## config.mk

```make
export PLATFORM = sky130hd
export DESIGN_NAME = operand_issuer
export DESIGN_NICKNAME = d
export VERILOG_FILES = /design/src/rtl/operand_issuer.sv
export SDC_FILE = /design/constraint.sdc
export NUM_CORES = 1
export LEC_CHECK = 0
export BUFFER_PORTS_ARGS = -buffer_cell sky130_fd_sc_hd__buf_4
export CAP_MARGIN = 10
export CORE_ASPECT_RATIO = 0.6
export CORE_MARGIN = 5
export CORE_UTILIZATION = 57
export CTS_BUF_LIST = sky130_fd_sc_hd__clkbuf_2
export CTS_CLUSTER_SIZE = 16
export DETAILED_ROUTE_END_ITERATION = 8
export GPL_TIMING_DRIVEN = 1
export PLACE_DENSITY = 0.82
export SYNTH_ARGS = -nofsm -noshare
export SYNTH_HDL_FRONTEND = slang
export SYNTH_SLANG_ARGS = --single-unit
```

## constraint.sdc

```tcl
create_clock -name clk -period 2.4 [get_ports clk]
set_input_delay 0.36 -clock clk [delete_from_list [all_inputs] [get_ports clk]]
set_output_delay 0.36 -clock clk [all_outputs]
set_load 0.02 [all_outputs]
```

## src/rtl/operand_issuer.sv

```systemverilog
// operand_issuer: buffers tagged operand pairs, issues one packed {a,b} word per cycle into the
// add pipeline and re-tags its results. Define OPERAND_ISSUER_PERF_EN for issue/bubble counters.
module operand_issuer #(
    parameter int DEPTH    = 4,
    parameter int TAG_W    = 4,
    parameter int PIPE_LAT = 3
) (
    input  logic                   clk,
    input  logic                   reset_n,
    input  logic                   op_valid,
    output logic                   op_ready,
    input  logic [15:0]            op_a,
    input  logic [15:0]            op_b,
    input  logic [TAG_W-1:0]       op_tag,
    output logic [31:0]            instr_out,
    input  logic [31:0]            pipe_result,
    output logic                   res_valid,
    output logic [TAG_W-1:0]       res_tag,
    output logic [31:0]            res_data,
    output logic [$clog2(DEPTH):0] fifo_count
`ifdef OPERAND_ISSUER_PERF_EN
    ,
    output logic [15:0]            issued_cnt,
    output logic [15:0]            bubble_cnt
`endif
);

    localparam int PTR_W = $clog2(DEPTH);
    localparam int CNT_W = PTR_W + 1;
    localparam int ENT_W = 32 + TAG_W;

    logic [ENT_W-1:0]             mem_q [DEPTH];
    logic [PTR_W-1:0]             wr_ptr_q, wr_ptr_d;
    logic [PTR_W-1:0]             rd_ptr_q, rd_ptr_d;
    logic [CNT_W-1:0]             count_q, count_d;
    logic [31:0]                  instr_q, instr_d;
    logic [PIPE_LAT:0]            vld_q, vld_d;
    logic [PIPE_LAT:0][TAG_W-1:0] tag_q, tag_d;
    logic [ENT_W-1:0]             head;
    logic                         push;
    logic                         issue_en;

    // Handshake: a pair transfers on a rising edge where op_valid && op_ready; op_ready
    // depends only on the registered occupancy, so a full FIFO refuses even while popping.
    assign issue_en = (count_q != '0);

    always_comb begin
        op_ready = reset_n && (count_q < CNT_W'(DEPTH));
        push     = op_valid && op_ready;
        head     = mem_q[rd_ptr_q];
        wr_ptr_d = push ? wr_ptr_q + PTR_W'(1) : wr_ptr_q;
        rd_ptr_d = issue_en ? rd_ptr_q + PTR_W'(1) : rd_ptr_q;
        count_d  = count_q + CNT_W'(push) - CNT_W'(issue_en);
        instr_d  = issue_en ? head[ENT_W-1:TAG_W] : 32'h0;
        // Tag delay line mirrors pipeline latency; bubbles carry valid=0, tag=0.
        vld_d    = {vld_q[PIPE_LAT-1:0], issue_en};
        tag_d    = {tag_q[PIPE_LAT-1:0], (issue_en ? head[TAG_W-1:0] : TAG_W'(0))};
    end

    always_ff @(posedge clk) begin
        if (push) begin
            mem_q[wr_ptr_q] <= {op_a, op_b, op_tag};
        end
    end

    always_ff @(posedge clk or negedge reset_n) begin
        if (!reset_n) begin
            wr_ptr_q <= '0;
            rd_ptr_q <= '0;
            count_q  <= '0;
            instr_q  <= '0;
            vld_q    <= '0;
            tag_q    <= '0;
        end else begin
            wr_ptr_q <= wr_ptr_d;
            rd_ptr_q <= rd_ptr_d;
            count_q  <= count_d;
            instr_q  <= instr_d;
            vld_q    <= vld_d;
            tag_q    <= tag_d;
        end
    end

    assign instr_out  = instr_q;
    assign fifo_count = count_q;
    assign res_valid  = vld_q[PIPE_LAT];
    assign res_tag    = tag_q[PIPE_LAT];
    assign res_data   = pipe_result;

`ifdef OPERAND_ISSUER_PERF_EN
    logic [15:0] issued_q;
    logic [15:0] bubble_q;

    always_ff @(posedge clk or negedge reset_n) begin
        if (!reset_n) begin
            issued_q <= '0;
            bubble_q <= '0;
        end else if (issue_en) begin
            issued_q <= issued_q + 16'd1;
        end else begin
            bubble_q <= bubble_q + 16'd1;
        end
    end

    assign issued_cnt = issued_q;
    assign bubble_cnt = bubble_q;
`endif

endmodule

```

==> impl_metrics.env <==
export IMPL_clockRootBuffer="clkbuf_2"
export IMPL_totalWireLength_um=12800
export IMPL_slew_headroom=0.467
export IMPL_synth_xor_area_share=0.00593
export IMPL_skew_ns=0.0342
export IMPL_initial_core_util=0.578
export IMPL_crit_required_ns=2.96
export IMPL_final_cell_mix="edfxtp_1 (144), buf_4 (92), clkbuf_2 (77)"
export IMPL_slew_viol_final=0
export IMPL_crit_path_end_kind="register"
export IMPL_tightest_slew_ns=0.799
export IMPL_ys_seq_elements=203
export IMPL_hp_class="in2reg"
export IMPL_synth_nets=425
export IMPL_worstPathArrival_ns=2.71
export IMPL_grt_pass1_vias=3956
export IMPL_num_nets_final=556
export IMPL_grtUsageTotal=0.175
export IMPL_max_clock_path_buffers=3
export IMPL_pwr_share_comb=0.293
export IMPL_numCtsBuffers=44
export IMPL_remaining_drc_errors=0
export IMPL_cts_tree="yes"
export IMPL_timing_setup_tns_ns=0
export IMPL_vias_per_cell=5.07
export IMPL_power_leakage_nw=3.37
export IMPL_clock_latency_ns=0.68
export IMPL_dieArea_mm2=0.0154
export IMPL_yosysSeqAreaShare=0.785
export IMPL_cts_sinks=203
export IMPL_dpl_hpwl_um=7450
export IMPL_vias=3459
export IMPL_drt_iter0_drc=177
export IMPL_core_mm2=0.0128
export IMPL_fin_area_mm2=0.00876
export IMPL_htree_levels=2
export IMPL_switching_power_mw=2.92
export IMPL_syn_area_per_cell_um2=21.3
export IMPL_grt_max_degree=60
export IMPL_synth_simple_area_share=0.0368
export IMPL_postRouteAntennaNets=0
export IMPL_num_antenna_cells=0
export IMPL_yosys_warnings=0
export IMPL_grtUsageMet2=0.275
export IMPL_fin_crit_sh=0.896
export IMPL_final_hold_viol_count=0
export IMPL_num_rows=32
export IMPL_seq_power_share=0.495
export IMPL_die_h_um=98.2
export IMPL_grt_pass1_wl_um=20600
export IMPL_pwr_density_cell_mw_per_mm2=1100
export IMPL_firstDrtPassIters=4
export IMPL_gr_usage_met3=0.0616
export IMPL_layout_cells_most_common="edfxtp_1"
export IMPL_wl_per_cell_um=18.8
export IMPL_synthMuxAreaShare=0.111
export IMPL_place_area_mm2=0.00799
export IMPL_area_delta_synth_final_pct=18.6
export IMPL_vdd_drop_max_mv=0.574
export IMPL_synth_cell_types=19
export IMPL_ios=144
export IMPL_synth_area_mm2=0.00739
export IMPL_layout_drive_gt1_share=0.416
export IMPL_clkTransAtPathRegs_ns=0.11
export IMPL_grt_overflow=0
export IMPL_timing_fmax_ghz=0.465
export IMPL_status="completed"
export IMPL_setup_viol=0
export IMPL_startpoint_type="register"
export IMPL_die_w_um=157
export IMPL_period_minus_slack_ns=2.15
export IMPL_clkPwrFrac=0.212
export IMPL_switching_share=0.303
export IMPL_grt_antenna_before_repair=0
export IMPL_cap_violations=0
export IMPL_crit_type="reg2reg"
export IMPL_intPower_mw=6.72
export IMPL_grt_util_met1=0.235
export IMPL_portBuffers=79
export IMPL_synth_compound_area_frac=0.00102
export IMPL_cts_resized=0
export IMPL_synthCells=347
export IMPL_place_congestion=0.684
export IMPL_top_usage_layer="met2"
export IMPL_synth_top_family_by_area="multiplexers"
export IMPL_worstPathMaxFanout=6
export IMPL_rsz0062_at_grt="false"
export IMPL_synthAdderAreaFrac=0.0129
==> worst max-delay path, cell delays in order, from the launching register on <==
cell and delay (ns):
dfrtp_1 0.45, or3_1 0.41, ha_1 0.28, inv_1 0.04, ha_1 0.18, fa_1 0.38, xor2_1 0.16, xnor2_1 0.14
==> worst paths after layout <==
kind                            slack, ns  cells past startpoint                     from                      end
min in group asynchronous            0.46                      3                  reset_n      tag_d[12]$_DFF_PN0_
worst min-delay path                 0.19                      4                 op_valid  wr_ptr_q[0]$_DFFE_PN0P_
worst max register to register       0.25                      7  fifo_count[2]$_DFF_PN0_  fifo_count[2]$_DFF_PN0_
worst min register to register       0.35                      0       tag_d[8]$_DFF_PN0_      tag_d[12]$_DFF_PN0_
worst max-delay path                 0.25                      7  fifo_count[2]$_DFF_PN0_  fifo_count[2]$_DFF_PN0_
max in group asynchronous            1.37                      3                  reset_n  rd_ptr_q[0]$_DFFE_PN0N_
==> timing repair <==
action	CTS	global route
hold buffers	37	0
endpoints found under the hold margin	203	0
buffers inserted	0	0
==> state kept, by name (all words and copies together), names as in the netlist <==
name,count
tag_d,12
rd_ptr_q,2
mem_q,144
wr_ptr_q,2
instr_out,32
fifo_count,3
vld_q,4
res_tag,4
==> cell families after synthesis <==
logic type,count (synthesis)
multiplexers,37
flip-flops,203
XOR/XNOR,5
AND/OR/NAND/NOR,43
adder cells (fa/ha/maj),7
buffers and inverters,51
AO/OA/AOI/OAI,1
==> layout make-up <==
type                       count  area, um^2
fill                         842        4010
sequential                   203        5800
tap                          170         213
clock inverter                 3        11.3
clock buffer                  77         385
multi-input combinational     93        1240
timing repair buffer         130        1080
inverter                       6        22.5
==> routing by layer <==
layer / share of wire / routed length, um
met5: 0 / 0
met3: 0.080 / 1030
met4: 0.011 / 146
met2: 0.48 / 6210
met1: 0.42 / 5450
==> power by group through the flow <==
| stage | combinational, mW | clock [mW] | sequential (mW) |
|---|---|---|---|
| 2_1_floorplan | 1.56 | 0 | 5.15 |
| 4_1_cts | 2.89 | 2.12 | 4.78 |
| 5_1_grt | 3.07 | 2.30 | 4.84 |
| 3_5_place_dp | 2.84 | 0 | 4.85 |
| 3_3_place_gp | 2.77 | 0 | 4.82 |
| 6_report | 2.83 | 2.04 | 4.77 |
==> synth_stat cells <==
master	instances	area, um^2
edfxtp_1	144	4320
fa_1	1	20.0
buf_2	6	30.0
ha_1	6	75.1
or3_1	1	6.26
buf_6	2	22.5
mux4_2	36	811
buf_4	32	240
buf_8	1	15.0
nor2b_1	1	6.26
xnor2_1	3	26.3
mux2_2	1	11.3
and2_1	40	250
o31ai_1	1	7.51
dfrtp_1	59	1480
clkbuf_1	4	15.0
and3b_1	1	8.76
inv_1	6	22.5
xor2_1	2	17.5
==> metrics by stage <==
step / utilization / setup WS (ns) / cells / power (mW) / hold WS (ns)
after global routing: 0.686 / 0.131 / 682 / 10.2 / 0.134
final: 0.686 / 0.250 / 682 / 9.64 / 0.187
after floorplan: - / 0.0880 / 347 / 6.71 / 0.0644
after CTS: 0.686 / 0.241 / 682 / 9.79 / 0.122
after global placement: 0.626 / 0.332 / 565 / 7.59 / 0.332
after detailed placement: 0.626 / 0.272 / 565 / 7.69 / 0.338
Note: power is estimated with default switching activity, not from simulation.
